[src/rtl/net_tx_mii.sv]
// net_tx_mii: pops 32-bit fifo words and sends one Ethernet frame per start on MII TX.
// Define NET_TX_FCS_EN to append a CRC-32 FCS after the payload.
module net_tx_mii #(
  parameter int DATA_WIDTH  = 32,
  parameter int ADDR_WIDTH  = 6,
  parameter int LEN_WIDTH   = 11,
  parameter int IPG_NIBBLES = 24
) (
  input  logic                  clk,
  input  logic                  rst,
  input  logic                  start,
  input  logic [LEN_WIDTH-1:0]  frame_len,
  output logic                  busy,
  output logic                  done,
  output logic                  underrun,
  input  logic [ADDR_WIDTH-1:0] fifo_data_cnt,
  input  logic [DATA_WIDTH-1:0] fifo_rdata,
  output logic                  fifo_Rready,
  output logic                  tx_en,
  output logic [3:0]            txd,
  output logic                  tx_er
);
  localparam int CW = $clog2(IPG_NIBBLES > 16 ? IPG_NIBBLES : 16);
  typedef enum logic [2:0] {IDLE, PRE, SFD, DATA, FCS, IPG, ABORT} state_t;
  state_t state, state_nx;
  logic [LEN_WIDTH-1:0] len, byte_cnt;
  logic                 nib;
  logic [1:0]           biw;
  logic [CW-1:0]        cnt;
  logic [7:0]           cur_byte;
  logic                 last_byte, starve, accept;
  assign cur_byte  = fifo_rdata[{biw, 3'b000} +: 8];
  assign last_byte = byte_cnt == len - LEN_WIDTH'(1);
  // a word may only be started when the fifo actually holds it
  assign starve    = state == DATA && biw == 2'd0 && !nib && fifo_data_cnt == '0;
  assign accept    = state == IDLE && start && frame_len != '0;
  assign busy      = state != IDLE;
`ifdef NET_TX_FCS_EN
  localparam state_t TAIL = FCS;
  logic [31:0] crc, fcs;
  function automatic logic [31:0] crc_byte(input logic [31:0] c, input logic [7:0] b);
    logic [31:0] r;
    r = c ^ {24'd0, b};
    for (int i = 0; i < 8; i++) r = r[0] ? (r >> 1) ^ 32'hEDB88320 : r >> 1;
    return r;
  endfunction
  assign fcs = ~crc;
  always_ff @(posedge clk or posedge rst)
    if (rst) crc <= '0;
    else if (accept) crc <= '1;
    else if (state == DATA && !starve && nib) crc <= crc_byte(crc, cur_byte);
`else
  localparam state_t TAIL = IPG;
`endif
  always_ff @(posedge clk or posedge rst)
    if (rst) state <= IDLE;
    else state <= state_nx;
  always_comb begin
    state_nx    = state;
    tx_en       = 1'b0;
    txd         = 4'h0;
    tx_er       = 1'b0;
    fifo_Rready = 1'b0;
    underrun    = 1'b0;
    done        = 1'b0;
    case (state)
      IDLE: state_nx = accept ? PRE : IDLE;
      PRE: begin
        tx_en    = 1'b1;
        txd      = 4'h5;
        state_nx = cnt == CW'(14) ? SFD : PRE;
      end
      SFD: begin
        tx_en    = 1'b1;
        txd      = 4'hD;
        state_nx = DATA;
      end
      DATA: begin
        tx_en       = 1'b1;
        tx_er       = starve;
        underrun    = starve;
        txd         = starve ? 4'h0 : nib ? cur_byte[7:4] : cur_byte[3:0];
        fifo_Rready = nib && (biw == 2'd3 || last_byte);
        state_nx    = starve ? ABORT : (nib && last_byte) ? TAIL : DATA;
      end
`ifdef NET_TX_FCS_EN
      FCS: begin
        tx_en    = 1'b1;
        txd      = fcs[{cnt[2:0], 2'b00} +: 4];
        state_nx = cnt == CW'(7) ? IPG : FCS;
      end
`endif
      IPG: begin
        done     = cnt == CW'(IPG_NIBBLES - 1);
        state_nx = done ? IDLE : IPG;
      end
      ABORT: state_nx = IPG;
      default: state_nx = IDLE;
    endcase
  end
  always_ff @(posedge clk or posedge rst)
    if (rst) begin
      len      <= '0;
      byte_cnt <= '0;
      nib      <= 1'b0;
      biw      <= 2'd0;
      cnt      <= '0;
    end else begin
      cnt <= state_nx != state ? '0 : (state == PRE || state == FCS || state == IPG) ? cnt + CW'(1) : cnt;
      if (accept) begin
        len      <= frame_len;
        byte_cnt <= '0;
        nib      <= 1'b0;
        biw      <= 2'd0;
      end else if (state == DATA && !starve) begin
        nib <= ~nib;
        if (nib) begin
          byte_cnt <= byte_cnt + LEN_WIDTH'(1);
          biw      <= biw + 2'd1;
        end
      end
    end
endmodule

[config.mk]
export PLATFORM = sky130hd
export DESIGN_NAME = net_tx_mii
export DESIGN_NICKNAME = d
export VERILOG_FILES = /design/src/rtl/net_tx_mii.sv
export SDC_FILE = /design/constraint.sdc
export NUM_CORES = 1
export LEC_CHECK = 0
export CAP_MARGIN = 10
export CORE_ASPECT_RATIO = 0.7
export CORE_MARGIN = 3
export CORE_UTILIZATION = 55
export CTS_BUF_LIST = sky130_fd_sc_hd__clkbuf_2
export DETAILED_ROUTE_END_ITERATION = 10
export GPL_TIMING_DRIVEN = 0
export PLACE_DENSITY = 0.89
export SLEW_MARGIN = 20
export SYNTH_ARGS = -nofsm -noshare
export SYNTH_HDL_FRONTEND = slang
export SYNTH_SLANG_ARGS = --single-unit
[constraint.sdc]
create_clock -name clk -period 5.6 [get_ports clk]
set_input_delay 1.12 -clock clk [delete_from_list [all_inputs] [get_ports clk]]
set_output_delay 1.12 -clock clk [all_outputs]
set_load 0.01 [all_outputs]
Word-level counts from Yosys, hierarchy flattened
Cells that the tools add are included.
{"block": "totals", "input_bits": 52, "ff_bits": 33, "wordCells": 69, "out_inout_bits": 10}
{"block": "classes", "n_reduce_logical": 23, "bitwise": 1, "eq_ne": 11, "n_addsub": 4, "n_shift": 1, "mux": 23}
{"operator": "$mux W11", "count": 3}
{"operator": "$shiftx A32 B6 Y8", "count": 1}
{"operator": "$pmux W3 S6", "count": 1}
{"operator": "$pmux W4 S3", "count": 1}
{"operator": "$add A11 B1 Y11 const B", "count": 1}
{"operator": "$eq A11 B11 Y1", "count": 1}
{"operator": "$reduce_bool A11 Y1", "count": 1}
{"operator": "$sub A11 B1 Y11 const B", "count": 1}
{"operator": "$mux W5", "count": 2}
{"operator": "$eq A3 B3 Y1 const B", "count": 3}
{"operator": "$mux W3", "count": 3}
{"operator": "$logic_and A1 B1 Y1", "count": 8}
{"operator": "$mux W2", "count": 4}
{"operator": "$mux W4", "count": 2}
{"operator": "$mux W1", "count": 7}
{"operator": "$eq A3 B2 Y1 const B", "count": 2}
{"operator": "$logic_not A6 Y1", "count": 1}
{"operator": "$reduce_bool A2 Y1", "count": 3}
{"operator": "$add A5 B1 Y5 const B", "count": 1}
{"operator": "$eq A5 B4 Y1 const B", "count": 1}
{"operator": "$eq A5 B5 Y1 const B", "count": 1}
{"operator": "$eq A3 B1 Y1 const B", "count": 1}
{"operator": "$logic_not A3 Y1", "count": 1}
{"operator": "$logic_or A1 B1 Y1", "count": 3}
{"operator": "9 further kinds", "count": 10}

Logic depth before layout (Yosys ltp)
{"block": "logic_depth", "word_depth": 8, "mapped_depth": 9}

Worst setup path after synthesis
OpenSTA, ideal clock, no wires.
{"block": "synth_timing", "path_type": "input to output", "from": "input port fifo_data_cnt[4]", "to": "output port underrun", "arrival_time_ns": 2.147, "path_stages": 4, "path_slack_ns": 2.333, "n_path_buf": 1, "required_ns": 4.480, "cell_sequence": "nor4b_1 > nand2_1 > nor3_1 > buf_4"}
{"block": "synth_between", "elab_chain_cells": 3}
{"element": "start, declared", "line_no": "16", "rtl": "input logic [ADDR_WIDTH-1:0] fifo_data_cnt,"}
{"element": "$logic_not A6 Y1", "line_no": "35", "rtl": "assign starve = state == DATA && biw == 2'd0 && !nib && fifo_data_cnt == '0;"}
{"element": "$logic_and A1 B1 Y1", "line_no": "35"}
{"element": "$mux W1"}
{"element": "end, declared", "line_no": "15", "rtl": "output logic underrun,"}
No other way between the ends.

Final worst setup path
{"block": "layout_timing", "from": "register len[3]", "to": "output port fifo_Rready"}
{"block": "layout_between", "elab_chain_cells": 5}
{"element": "start, declared", "line_no": "26", "rtl": "logic [LEN_WIDTH-1:0] len, byte_cnt;"}
{"element": "start signal, assigned", "line_no": "111", "rtl": "len <= frame_len;"}
{"element": "$sub A11 B1 Y11", "line_no": "33", "rtl": "assign last_byte = byte_cnt == len - LEN_WIDTH'(1);"}
{"element": "$eq A11 B11 Y1", "line_no": "33"}
{"element": "$logic_or A1 B1 Y1", "line_no": "83", "rtl": "fifo_Rready = nib && (biw == 2'd3 || last_byte);"}
{"element": "$logic_and A1 B1 Y1", "line_no": "83"}
{"element": "$mux W1", "line_no": "66", "rtl": "case (state)"}
{"element": "end, declared", "line_no": "18", "rtl": "output logic fifo_Rready,"}
No other way between the ends.

==> metrics list <==
* Main combinational cell family by area after synthesis: simple AND/OR/NAND/NOR gates
- OpenSTA, run right after detailed placement, puts the worst setup slack at 1.48 ns.
- The initial antenna violation count is 0.
- Congestion Overflow GR: 0
- Largest area contributor in the synthesized netlist: sky130_fd_sc_hd__dfrtp_1
- Number of standard cells after synthesis: approximately 250
- For this run, asynchronously set or reset flops after synthesis account for 100%.
- The routed layout has 2147 vias.
- The final layout contains between 300 and 400 nets.
- Internal power: roughly 620 uW
* Outcome: finished, final reports clean
* Fraction of final layout cells with drive strength greater than 1: between 10% and 20%
* GRT Util Overall: between 20% and 30%
- Sequential cell area fraction in the yosys report: 34.8%
- The first global-routing pass estimated approximately 9700 um of wire.
- Top FF cell, synth: sky130_fd_sc_hd__dfrtp_1
- In this run, flip-flops and latches consume roughly 33% of the power.
- Data required, critical path: 4.48 ns
* Net switching power: approximately 460 uW
- Number of cells traversed by the worst hold path: 1
- Cell leakage power: between 0.001 and 0.0015 uW
- Dividing the synthesized area by the synthesized cell count gives between 9 and 10 um^2.
- For the pin with the worst max-slew slack, the measured transition is around 0.76 ns.
* Category of the most critical setup path: reg -> out
- Vias per cell: 5.85
* Worst slew margin: 49.1%
- The worst register-to-register path ends at byte_cnt[6]$_DFFE_PP0P_.
* Number of enable flip-flop cells after synthesis: 0
* Category of the worst setup path launch point: flip-flop
* FF+latch count, synth: 33
* Minimum clock period: between 4 and 5 ns
* Pwr dens: approximately 350 nW/um^2
- Once the clock tree was built, the resizer swapped 0 gates to a different size.
- Io pins: 62
- Summing every instance area after synthesis gives between 2000 and 2500 um^2.
- Y dimension of the die: 60.9 um
- Largest cells by area after synthesis: sky130_fd_sc_hd__dfrtp_1 (35%), sky130_fd_sc_hd__mux4_2 (7.6%), sky130_fd_sc_hd__xor2_1 (5.2%)
- Across the run, the number of max-cap violations was 0.
* Diodes inserted: 0
* Number of buffers added by the clock tree synthesis step: 5
- Synth Area in Compound Gates: between 10% and 20%
- The via count of the first global-routing pass was between 2000 and 2500.
- Worst path setup slack after routing: approximately 1.2 ns
- The number of hold-slack violations in the final timing report came to 0.
- The die covers ~5100 um^2.
- Count of hold-fix buffers inserted at cts: 0
* Starting DRC count in detailed routing: 154
- Setup slack on the worst reg-to-reg path comes out at between 2 and 3 ns.
* Maximum buffer depth of the clock tree: 2
- Summed over its instances, the top area cell type makes up between 30% and 40% of the synthesized netlist area.
- Post-synthesis adder-cell area fraction: 3.16%
- Total of fill cells in the finished design: about 270
- HPWL Detailed: 4870 um
- RSZ-0062 raised after global routing: false
- Worst hold path type: reg -> reg
* Post-synthesis share of cell area spent on and, or, nand and nor gates: slightly above 20%
* Clock transition at the register clock pins on the worst setup and hold paths after CTS: between 0.15 and 0.2 ns
- For this configuration, the core starts out at a cell density of between 50% and 60%.
- After synthesis, the netlist uses a little under 60 different library cells.
* Largest fanout on the critical path: 8
* Net Count, Synth: around 300
- CTS Sinks: 33
- Core ar.: slightly above 4000 um^2
- The design draws 1080 uW.
- For the final routed database, the setup TNS stands at 0 ns.
* Clk root buf: sky130_fd_sc_hd__clkbuf_2
* Final routed wire length divided by cell count: around 17 um
* Width of the die: approximately 84 um
- The commonest cells after synthesis are sky130_fd_sc_hd__dfrtp_1 (33), sky130_fd_sc_hd__nor2_1 (29), sky130_fd_sc_hd__nand2_1 (22).
- After Yosys synthesis, XOR and XNOR cells account for roughly a tenth of the synthesized area.
* Part of the power in the clock network: between 10% and 20%
* Beginning of the worst hold path: len[10]$_DFFE_PP0P_
* Most used standard cell by instance count after synthesis: sky130_fd_sc_hd__dfrtp_1
* CTS tree: yes
* Skew-Pair Late Insertion Delay: between 0.4 and 0.5 ns
- For this run, design rule violations remaining after detail routing come to 0.
* Post-route clock skew: roughly 0.016 ns
- Count of final setup violators: 0
- The area growth from synthesis to layout is 30.1%.
- Pin count of the biggest net entering global routing: 34
- CTS built an H-tree with a depth of 2.
- Non-Filler Instances: between 300 and 400
- The worst setup path is captured at an output pin.
- Timing would allow up to between 200 and 250 MHz.
* Arrival time worst endpoint: roughly 3.2 ns
- Before antenna repair, the detailed router went through 4 iterations.
- The worst-case IR drop observed on VDD is ~0.28 mV.
- In this run the remaining antenna-violating nets after routing total 0.
- YS warnings: 0
- The worst register-to-register path has a depth of 7.
- The congestion estimate from routability-driven global placement came to about 0.89.
- WL final: around 6200 um
* Comb power frac: between 50 and 60%
* Switching part of the total power: approximately 43%
* Row cnt: 19
- For hold timing, the worst endpoint is len[10]$_DFFE_PP0P_.
- Buffers added to address setup during post-CTS repair amount to 0.
- The startpoint identified for the worst register-to-register timing path is state[0]$_DFF_PP0_.
* Final-report max-slew violation count: 0
- Final cycle utilization of the critical path: 77.8%
* Multiplexer share of the synthesized area: between 10 and 15%
- Once placement completed, the tool counted placed cells totaling around 360.
* Buffers on Ports: about 60
-- kinds of logic (layout without fill, tap and decap cells) --
group / Yosys count / count (layout)
AO/OA/AOI/OAI: 44 / 44
buffers and inverters: 21 / 90
flip-flops: 33 / 33
adder cells (fa/ha/maj): 6 / 6
XOR/XNOR: 27 / 27
multiplexers: 21 / 21
AND/OR/NAND/NOR: 94 / 94
-- worst max-delay path, cell delays in order (launching register included) --
cell and delay [ns]:
sky130_fd_sc_hd__dfrtp_1 0.40, sky130_fd_sc_hd__buf_6 0.14, sky130_fd_sc_hd__or4_4 0.55, sky130_fd_sc_hd__or4_4 0.54, sky130_fd_sc_hd__a21oi_1 0.16, sky130_fd_sc_hd__o211ai_1 0.09, sky130_fd_sc_hd__nor2_1 0.27, sky130_fd_sc_hd__o21a_1 0.16
sky130_fd_sc_hd__clkdlybuf4s50_1 0.53
-- power by group through the flow --
| stage | sequential [uW] | combinational [uW] | clock [uW] |
|---|---|---|---|
| 2_1_floorplan | 342 | 413 | 0 |
| 3_3_place_gp | 355 | 574 | 0 |
| 3_5_place_dp | 358 | 597 | 0 |
| 4_1_cts | 354 | 604 | 116 |
| 5_1_grt | 362 | 660 | 126 |
| 6_report | 356 | 604 | 115 |
-- stage by stage --
step | hold WS, ns | util [%] | area [um^2]
after floorplan | 0.502 | - | 2370
after global placement | 0.518 | 75.4 | 3050
after detailed placement | 0.527 | 75.4 | 3050
after CTS | 0.566 | 76.3 | 3090
after global routing | 0.594 | 76.3 | 3090
final | 0.559 | 76.3 | 3090
-- final cells by class --
type	count	area, um^2	share of cell area, %
tap	52	65.1	2.11
buffer	13	62.6	2.03
inverter	8	30.0	0.973
sequential	33	826	26.8
timing repair buffer	61	611	19.8
clock buffer	5	25.0	0.811
multi-input combinational	192	1450	47.1
clock inverter	3	12.5	0.406
-- worst max path at each step --
stage	startpoint	end	slack, ns
2_1_floorplan	fifo_data_cnt[4]	underrun	2.33
3_3_place_gp	fifo_data_cnt[4]	underrun	1.49
3_5_place_dp	fifo_data_cnt[4]	underrun	1.48
4_1_cts	len[3]$_DFFE_PP0P_	fifo_Rready	1.24
5_1_grt	len[3]$_DFFE_PP0P_	fifo_Rready	1.12
6_report	len[3]$_DFFE_PP0P_	fifo_Rready	1.24
-- layout by cell type (no fill, tap or decap), drive strengths merged, types with 2 or more instances in the layout --
| cell | instances |
|---|---|
| dfrtp | 33 |
| mux2 | 9 |
| nor3 | 4 |
| o311ai | 2 |
| a211oi | 2 |
| nor2 | 29 |
| o31ai | 3 |
| buf | 4 |
| inv | 8 |
| nor2b | 3 |
| nand4 | 6 |
| o211ai | 2 |
| o2111ai | 2 |
| mux4 | 8 |
| ha | 6 |
| xnor2 | 13 |
| nand4b | 2 |
| and3 | 4 |
| nor4 | 5 |
| or4 | 3 |
| clkdlybuf4s50 | 61 |
| clkinv | 3 |
| clkbuf | 14 |
| a21oi | 8 |
| xor2 | 14 |
| and4b | 2 |
| nand2b | 3 |
| nand3 | 5 |
| o21ai | 8 |
| mux2i | 4 |
| or3 | 2 |
| o21a | 2 |
| nand2 | 22 |
-- state kept, by name, indices dropped and copies added (netlist names) --
signal and cells:
nib 1, len 11, state 3, byte_cnt 11, biw 2, cnt 5
-- layer usage --
metal | track usage [%] | share of wire, %
met5 | 0 | 0
met4 | 7.90 | 0.78
met3 | 5.29 | 7.1
met2 | 37.0 | 45
met1 | 35.8 | 47
No activity file was read; power rests on OpenSTA's default activity.
